## src/rtl/neuron_sched_pkg.sv

```systemverilog
// Shared types and helpers for the spike event scheduler.
package neuron_sched_pkg;

  typedef enum logic [1:0] {IDLE, OFFER, LEAK} sched_state_e;
  typedef logic [2:0] ev_idx_t;

  localparam int N_LINES = 8;
  localparam int IN_BASE = 4;

  // Round-robin pick: first set request at or after ptr, wrapping 7 -> 0.
  function automatic ev_idx_t rr_pick(input logic [N_LINES-1:0] req, input ev_idx_t ptr);
    ev_idx_t k;
    ev_idx_t win;
    logic    found;
    win   = '0;
    found = 1'b0;
    for (int i = 0; i < N_LINES; i++) begin
      k = ptr + ev_idx_t'(i);
      if (!found && req[k]) begin
        win   = k;
        found = 1'b1;
      end
    end
    return win;
  endfunction

endpackage

```

## src/rtl/spike_edge_sync.sv

```systemverilog
// Spike line front end: multi-flop synchroniser, rising-edge detect and a
// post-reset warm-up mask so lines already high at reset release stay quiet.
module spike_edge_sync #(
  parameter int WIDTH       = 8,
  parameter int SYNC_STAGES = 2
) (
  input  logic             clk,
  input  logic             reset,
  input  logic [WIDTH-1:0] lines,
  output logic [WIDTH-1:0] rise
);

  localparam int WARM = SYNC_STAGES + 1;
  localparam int CW   = $clog2(WARM + 1);

  logic [SYNC_STAGES-1:0][WIDTH-1:0] sync_q;
  logic [WIDTH-1:0]                  prev_q;
  logic [CW-1:0]                     warm_cnt;

  // Synchroniser chain, previous-value flop and saturating warm-up counter.
  always_ff @(posedge clk) begin
    if (!reset) begin
      sync_q   <= '0;
      prev_q   <= '0;
      warm_cnt <= '0;
    end else begin
      sync_q[0] <= lines;
      for (int s = 1; s < SYNC_STAGES; s++) sync_q[s] <= sync_q[s-1];
      prev_q <= sync_q[SYNC_STAGES-1];
      if (warm_cnt != CW'(WARM)) warm_cnt <= warm_cnt + 1'b1;
    end
  end

  assign rise = (warm_cnt == CW'(WARM)) ? (sync_q[SYNC_STAGES-1] & ~prev_q) : '0;

endmodule

```

## src/rtl/spike_event_scheduler.sv

```systemverilog
// Spike event scheduler: captures spike edges into one pending bit per line,
// serialises them round-robin to the core's accumulate port and inserts the
// periodic leak tick between handshakes.
// Optional feature: define SCHED_DROP_CNT_EN to expose a saturating drop_cnt.
module spike_event_scheduler
  import neuron_sched_pkg::*;
#(
  parameter int N_EX        = 4,
  parameter int N_IN        = 4,
  parameter int W_W         = 4,
  parameter int EX_WEIGHT   = 3,
  parameter int IN_WEIGHT   = 2,
  parameter int LEAK_PERIOD = 16,
  parameter int SYNC_STAGES = 2
) (
  input  logic           clk,
  input  logic           reset,
  input  logic [N_EX-1:0] ex,
  input  logic [N_IN-1:0] in,
  output logic           ev_valid,
  input  logic           ev_ready,
  output ev_idx_t        ev_idx,
  output logic           ev_inhib,
  output logic [W_W-1:0] ev_weight,
  output logic           leak_tick,
  output logic           busy
`ifdef SCHED_DROP_CNT_EN
  ,
  output logic [7:0]     drop_cnt
`endif
);

  localparam int LC_W = $clog2(LEAK_PERIOD);

  sched_state_e         state;
  logic [N_LINES-1:0]   lines, rise, pending, pending_nxt, hs_mask;
  ev_idx_t              rr_ptr, nxt_win;
  logic                 nxt_inhib, hs, wrap, leak_pend;
  logic [LC_W-1:0]      leak_cnt;

  // Inhibitory lines sit directly above the excitatory ones.
  assign lines[N_EX-1:0]       = ex;
  assign lines[N_LINES-1:N_EX] = in;

  spike_edge_sync #(.WIDTH(N_LINES), .SYNC_STAGES(SYNC_STAGES)) u_sync (
    .clk   (clk),
    .reset (reset),
    .lines (lines),
    .rise  (rise)
  );

  // A new edge on the line being handshaken re-arms it (set beats clear).
  assign hs          = ev_valid & ev_ready;
  assign hs_mask     = hs ? (N_LINES'(1) << ev_idx) : '0;
  assign pending_nxt = (pending & ~hs_mask) | rise;
  assign wrap        = (leak_cnt == LC_W'(LEAK_PERIOD - 1));
  assign busy        = (|pending) | leak_pend | (state != IDLE);

  // From IDLE pick on the registered pending set; back-to-back picks look at
  // the post-handshake set starting just after the line being retired.
  assign nxt_win   = (state == IDLE) ? rr_pick(pending, rr_ptr)
                                     : rr_pick(pending_nxt, ev_idx + 3'd1);
  assign nxt_inhib = (nxt_win >= ev_idx_t'(N_EX));

  // Pending bits, free-running leak timer and merged leak request.
  always_ff @(posedge clk) begin
    if (!reset) begin
      pending   <= '0;
      leak_cnt  <= '0;
      leak_pend <= 1'b0;
    end else begin
      pending  <= pending_nxt;
      leak_cnt <= wrap ? '0 : leak_cnt + 1'b1;
      if (wrap)               leak_pend <= 1'b1;
      else if (state == LEAK) leak_pend <= 1'b0;
    end
  end

  // Scheduler FSM with registered port outputs.
  always_ff @(posedge clk) begin
    if (!reset) begin
      state     <= IDLE;
      ev_valid  <= 1'b0;
      ev_idx    <= '0;
      ev_inhib  <= 1'b0;
      ev_weight <= '0;
      leak_tick <= 1'b0;
      rr_ptr    <= '0;
    end else begin
      case (state)
        IDLE: begin
          if (leak_pend) begin
            state     <= LEAK;
            leak_tick <= 1'b1;
          end else if (|pending) begin
            state     <= OFFER;
            ev_valid  <= 1'b1;
            ev_idx    <= nxt_win;
            ev_inhib  <= nxt_inhib;
            ev_weight <= nxt_inhib ? W_W'(IN_WEIGHT) : W_W'(EX_WEIGHT);
          end
        end
        OFFER: begin
          if (ev_ready) begin
            rr_ptr <= ev_idx + 3'd1;
            if (leak_pend) begin
              state     <= LEAK;
              ev_valid  <= 1'b0;
              leak_tick <= 1'b1;
            end else if (|pending_nxt) begin
              ev_idx    <= nxt_win;
              ev_inhib  <= nxt_inhib;
              ev_weight <= nxt_inhib ? W_W'(IN_WEIGHT) : W_W'(EX_WEIGHT);
            end else begin
              state    <= IDLE;
              ev_valid <= 1'b0;
            end
          end
        end
        LEAK: begin
          state     <= IDLE;
          leak_tick <= 1'b0;
        end
        default: state <= IDLE;
      endcase
    end
  end

`ifdef SCHED_DROP_CNT_EN
  logic [N_LINES-1:0] drop;
  logic [8:0]         drop_sum;

  assign drop     = rise & pending & ~hs_mask;
  assign drop_sum = {1'b0, drop_cnt} + 9'($countones(drop));

  // Saturating count of edges lost to an already-pending line.
  always_ff @(posedge clk) begin
    if (!reset) drop_cnt <= '0;
    else        drop_cnt <= (drop_sum > 9'd255) ? 8'd255 : drop_sum[7:0];
  end
`endif

endmodule

```

## config.mk

```make
export PLATFORM = sky130hd
export DESIGN_NAME = spike_event_scheduler
export DESIGN_NICKNAME = d
export VERILOG_FILES = /design/src/rtl/neuron_sched_pkg.sv /design/src/rtl/spike_edge_sync.sv /design/src/rtl/spike_event_scheduler.sv
export SDC_FILE = /design/constraint.sdc
export NUM_CORES = 1
export LEC_CHECK = 0
export CORE_UTILIZATION = 40
export DETAILED_ROUTE_END_ITERATION = 10
export SLEW_MARGIN = 5
export SYNTH_ARGS = -nofsm -noshare
export SYNTH_HDL_FRONTEND = slang
export SYNTH_SLANG_ARGS = --single-unit
```

## constraint.sdc

```tcl
create_clock -name clk -period 3.9 [get_ports clk]
set_input_delay 0.975 -clock clk [delete_from_list [all_inputs] [get_ports clk]]
set_output_delay 0.975 -clock clk [all_outputs]
set_load 0.01 [all_outputs]
```

==> run summary, run 1 <==
Area Overhead vs Synth: 15.9%
FF-to-FF Start: ev_idx[1]
Share of the synthesized area in the top cell type: 29.1%
Dominant cell type by area after synthesis: dfxtp_1
Drt total wl: 8920 um
DRC: 0
Total core area: 0.00834 mm^2
Clock slew at reported path FFs: 0.10 ns
Share of layout cells above drive strength 1: 17.1%
Vias in the first global route: 2898
Worst-path maximum fanout: 9
Cells after Synth: 386
Fmax: 0.276 GHz
Synthesized cell area: 0.00351 mm^2
Crit path time final: 3.62 ns
Distinct cells, synth: 70
Finish-stage setup viols: 0
Final nets: 449
VDD IR max: 0.203 mV
R2R Setup Slk: 0.67 ns
WP data required: 4.11 ns
Slew @ Worst Pin: 0.608 ns
Die X: 95.6 um
IO buf count: 19
CTS Hold Bufs: 0
Share of flip-flops with an asynchronous set or reset: 0%
Drt initial violations: 198
Critical Path End Type: flip-flop
CP Cell Sequence: clkdlybuf4s50_1 -> nand4b_1 -> a32oi_1 -> buf_4 -> mux2i_1 -> mux4_2 -> and2_1 -> a31oi_1 -> o211ai_1 -> a221o_1 -> a211o_1
P per Cell Area: 308 mW/mm^2
Hold path start: u_sync.sync_q[7]
Largest net degree at the start of global routing: 36
Post-Place Cell Area: 0.00396 mm^2
Synth Flop Type: dfxtp_1
CTS HTree Levels: 2
Clock Latency Late Sink: 0.31 ns
Die Y: 95.6 um
CTS root buf: clkbuf_8
Final hold vios: 0
DR WL/cell: 16.8 um
RSZ-0062 raised after global routing: false
Largest cells by area after synthesis: dfxtp_1, mux4_2, and2_1
Startpoint types: input pin
Worst rel slew slack: 59.3%
Crit path arrival time: 3.84 ns
Leakage dissipation: 1.56 nW
Fill cells: 823
I/O pin cnt: 22
Ys Warns: 0
ANT nets after route: 0
Critical path's slowest cell: clkdlybuf4s50_1
Tcrit/Tclk final: 92.9%
Die Area: 0.00915 mm^2
Setup Skew: 0.00664 ns
First-pass GRT wire length: 14400 um
Critical Path Max Stage Delay: 0.63 ns
Avg Cell Area, Syn: 9.09 um^2
CTS max path bufs: 2
Max Cap Violations: 0
Num rows: 33
CTS tree: yes
ANT cells: 0
Gp weighted congestion: 0.994
Number of synthesized flops with an enable pin: 0
Post-CTS Repair Setup Buffers: 0
Critical path class: input pin to flip-flop
Tot GR Track Use: 20.7%
GRT Residual Overflow: 0
Fin area: 0.00407 mm^2
Hold crit path type: flip-flop to flip-flop
Post-CTS resize count: 0
Via Count: 3071
Status: complete, no violations
Final Power: 1.25 mW
Share of the yosys chip area belonging to registers: 29.1%
Post-synthesis register bit count: 51
Critical Path Source: ev_ready
Starting Density: 42.0%
HPWL after DPL: 6880 um
TritonCTS buffer count: 5
Final Slew Violations: 0
Antenna violations before repair: 0
First drt pass iteration count: 4
Num Clock Sinks: 51
Vias/cell: 5.77
cells by family (layout without fill, tap and decap cells):
family	Yosys count	count (layout)	synth area share (%)
flops	51	51	29.1
simple gates	147	147	23.6
xor+xnor	9	9	2.25
fa+ha+maj	12	12	4.28
mux	40	40	17.7
other cells	1	2	0.107
compound gates	82	82	16.8
buf+inv	44	84	6.14
cell usage after synthesis, types with 3 or more instances:
library cell and count:
mux4_1 4, xnor2_1 5, dfxtp_1 51, a22oi_1 3, a31oi_1 4, nand4_1 6, mux2i_1 18, o21ai_0 13
nor2_1 27, o22ai_1 3, o211ai_1 5, nor2b_1 11, a21oi_1 14, a221oi_1 4, ha_1 12, mux2_2 4
nand2_1 29, clkbuf_1 9, nand4b_1 6, nor4_1 3, buf_6 4, and2_1 32, xor2_1 4, a32oi_1 10
mux4_2 11, inv_1 20, nand3_1 10, nand2b_1 4, buf_4 4, nor3_1 4, buf_2 4
stage by stage:
stage               hold WS (ns)  setup slack, ns  cells  setup TNS [ns]  utilization [%]
floorplan                  0.412            0.583    387               0                -
global placement           0.413          0.00131    524               0             47.5
detailed placement         0.418          -0.0443    524         -0.0443             47.5
CTS                        0.444            0.297    532               0             48.7
global route               0.451           0.0828    532               0             48.7
finish                     0.442            0.278    532               0             48.7
state kept, by name (all words and copies together), names as in the netlist, named ones only:
signal           count
rr_ptr               3
u_sync.sync_q       16
leak_tick            1
ev_valid             1
ev_weight            2
leak_cnt             4
u_sync.prev_q        8
state                2
u_sync.warm_cnt      2
pending              8
leak_pend            1
ev_idx               2
critical path: cells and delay by family:
| kind | cells | cell delay, ns |
|---|---|---|
| AO/OA/AOI/OAI | 5 | 0.97 |
| buffers and inverters | 2 | 0.80 |
| multiplexers | 2 | 0.73 |
| AND/OR/NAND/NOR | 2 | 0.35 |
path summary, 6_finish.rpt:
kind                            cells after the start                 to
worst min-delay path                                1  u_sync.sync_q[15]
worst min register to register                      1  u_sync.sync_q[15]
worst max-delay path                               11          ev_idx[1]
worst max register to register                      9       ev_weight[0]
cells in the final DEF, fill, tap and decap left out, types with 5 or more instances in the layout:
master and n:
a21oi_1 14, a32oi_1 10, and2_1 32, buf_4 35, clkbuf_8 5, clkdlybuf4s50_1 19, dfxtp_1 51, ha_1 12
inv_1 20, mux2i_1 18, mux4_2 11, nand2_1 29, nand3_1 10, nand4_1 6, nand4b_1 6, nor2_1 27
nor2b_1 11, o211ai_1 5, o21ai_0 13, xnor2_1 5
power breakdown:
part	total, mW	internal [mW]	switching (mW)
clock	0.334	0.137	0.198
combinational	0.346	0.159	0.187
sequential	0.572	0.549	0.0233
routing by layer:
metal,global-route usage (%),vias up,wire length [um]
li1,-,1501,-
met1,26.7,1440,4000
met2,34.8,106,4160
met3,3.35,24,555
met4,7.09,0,204
met5,0,-,0
area by class of cell:
class | instances | area, um^2 | share of cell area, %
multi-input cells | 292 | 2270 | 56.0
flip-flops and latches | 51 | 1020 | 25.1
well taps | 105 | 131 | 3.23
repair buffers | 54 | 453 | 11.1
inverters | 22 | 82.6 | 2.03
clock buffers | 5 | 68.8 | 1.69
clock inverters | 3 | 33.8 | 0.831
No activity file was read; power rests on OpenSTA's default activity.
==> run 2, diff against run 1 <==
--- a/config.mk
+++ b/config.mk
@@ -5,7 +5,9 @@
 export SDC_FILE = /design/constraint.sdc
 export NUM_CORES = 1
 export LEC_CHECK = 0
+export CORE_ASPECT_RATIO = 1.4
 export CORE_UTILIZATION = 40
+export CTS_CLUSTER_DIAMETER = 40
 export DETAILED_ROUTE_END_ITERATION = 10
 export SLEW_MARGIN = 5
 export SYNTH_ARGS = -nofsm -noshare
==> run 2 against run 1 <==
Against the previous run:
- critical path depth did not move
- sequential power barely moved
- design area rose by 4.0%
- via count rose by 4.8%
- utilization rose by 0.68 points
- register-to-register slack got worse by 0.05 ns
- combinational power rose by 5.8%
- clock skew rose by 0.0013 ns
- first-iteration DRC count fell by 34%
- largest cell class unchanged
- flip-flop and latch count did not move
- total power rose by 10%
- sequential share of layout area fell by 0.97 points
==> run summary, run 2 (synthesized netlist as in run 1, its figures left out) <==
Area Overhead vs Synth: 20.6%
HPWL after DPL: 7340 um
First drt pass iteration count: 4
Multi-input logic area: 0.00228 mm^2
First-pass GRT wire length: 16000 um
Fin cells: 547
Tcrit/Tclk final: 90.2%
IO buf count: 19
Clock slew at reported path FFs: 0.07 ns
Final Slew Violations: 0
Num Clock Sinks: 51
Setup tns final: 0 ns
Fmax: 0.284 GHz
DR WL/cell: 17.5 um
Antenna violations before repair: 0
Biggest registers after layout: u_sync.sync_q: 16 flops, pending: 8 flops, u_sync.prev_q: 8 flops
Die Area: 0.00915 mm^2
Vias/cell: 5.88
Vias in the first global route: 3277
Final nets: 464
Largest net degree at the start of global routing: 47
Crit path time final: 3.52 ns
ANT nets after route: 0
Max Cap Violations: 0
Setup Skew: 0.00795 ns
Num rows: 40
Final hold vios: 0
Top reg by flops: u_sync.sync_q
Crit path arrival time: 3.68 ns
TritonCTS buffer count: 5
CTS HTree Levels: 2
ANT cells: 0
P per Cell Area: 326 mW/mm^2
Most frequent cells in the layout: dfxtp_1, buf_4, and2_1, nand2_1, nor2_1
Drt initial violations: 131
Total core area: 0.00856 mm^2
Fill cells: 814
Finish-stage setup viols: 0
Gp weighted congestion: 1.00
Final Power: 1.38 mW
CTS Hold Bufs: 0
Slew @ Worst Pin: 0.608 ns
CTS max path bufs: 2
Share of layout cells above drive strength 1: 20.1%
Drt total wl: 9560 um
Worst-path maximum fanout: 10
Commonest non-fill, non-tap cell in the layout: dfxtp_1
Hold crit path type: flip-flop to flip-flop
Die X: 81.1 um
Die Y: 113 um
VDD IR max: 0.347 mV
RSZ-0062 raised after global routing: false
Post-CTS Repair Setup Buffers: 0
Tot GR Track Use: 22.8%
WP data required: 4.06 ns
CTS root buf: clkbuf_16
Via Count: 3218
Leakage dissipation: 1.66 nW
CTS tree: yes
I/O pin cnt: 22
Critical Path End Type: flip-flop
Post-CTS resize count: 0
Post-Place Cell Area: 0.00408 mm^2
Critical path class: input pin to flip-flop
Max FFs per register: 16
Status: complete, no violations
GRT Residual Overflow: 0
Clock Latency Late Sink: 0.29 ns
Placed cell count: 539
Fin area: 0.00423 mm^2
Starting Density: 41.0%
Worst rel slew slack: 59.1%
DRC: 0
Startpoint types: input pin
FF+latch area: 0.00102 mm^2
run 2: changes by cell type in the layout (fill, tap and decap cells not counted), sizes merged:
cell / before / now
clkdlybuf4s50: 19 / 18
dlymetal6s2s: 0 / 1
buf: 35 / 50
run 2: final timing paths:
| kind | depth (start not counted) | endpoint | slack, ns | from |
|---|---|---|---|---|
| min | 1 | u_sync.sync_q[10] | 0.43 | u_sync.sync_q[2] |
| min reg2reg | 1 | u_sync.sync_q[10] | 0.43 | u_sync.sync_q[2] |
| max | 11 | flip-flop | 0.38 | ev_ready |
| max reg2reg | 11 | flip-flop | 0.62 | u_sync.warm_cnt[0] |
run 2: routing by layer:
metal | global-route usage (%) | part of all wire, %
met5 | 0 | 0
met1 | 25.9 | 39
met3 | 2.98 | 4.9
met4 | 9.88 | 3.2
met2 | 41.5 | 53
run 2: power by group:
group | total (mW) | internal (mW) | leakage [nW] | switching [mW]
Sequential | 0.572 | 0.549 | 0.417 | 0.0231
Combinational | 0.366 | 0.171 | 1.17 | 0.195
Clock | 0.441 | 0.241 | 0.0746 | 0.200
run 2: layout make-up:
| class | instances | area share [%] |
|---|---|---|
| clock inverter | 3 | 0.533 |
| sequential | 51 | 24.1 |
| timing repair buffer | 69 | 13.4 |
| clock buffer | 5 | 2.96 |
| tap | 105 | 3.11 |
| multi-input combinational | 292 | 53.9 |
| inverter | 22 | 1.95 |
run 2: worst max-delay path: stages:
cell and delay [ns]:
dlymetal6s2s_1 0.30, nand4b_1 0.19, a32oi_1 0.18, buf_4 0.17, mux2i_1 0.17, mux4_2 0.60
buf_4 0.17, o311ai_0 0.44, o21ai_1 0.17, o221ai_1 0.20, a221oi_1 0.10
run 2: metrics by stage:
stage                     utilization [%]  setup WS (ns)  hold slack (ns)
after floorplan                         -          0.583            0.412
after global placement               47.6         -0.295            0.414
after detailed placement             47.6         -0.201            0.418
after CTS                            49.3         0.0880            0.434
after global routing                 49.4          0.328            0.451
final                                49.4          0.384            0.432
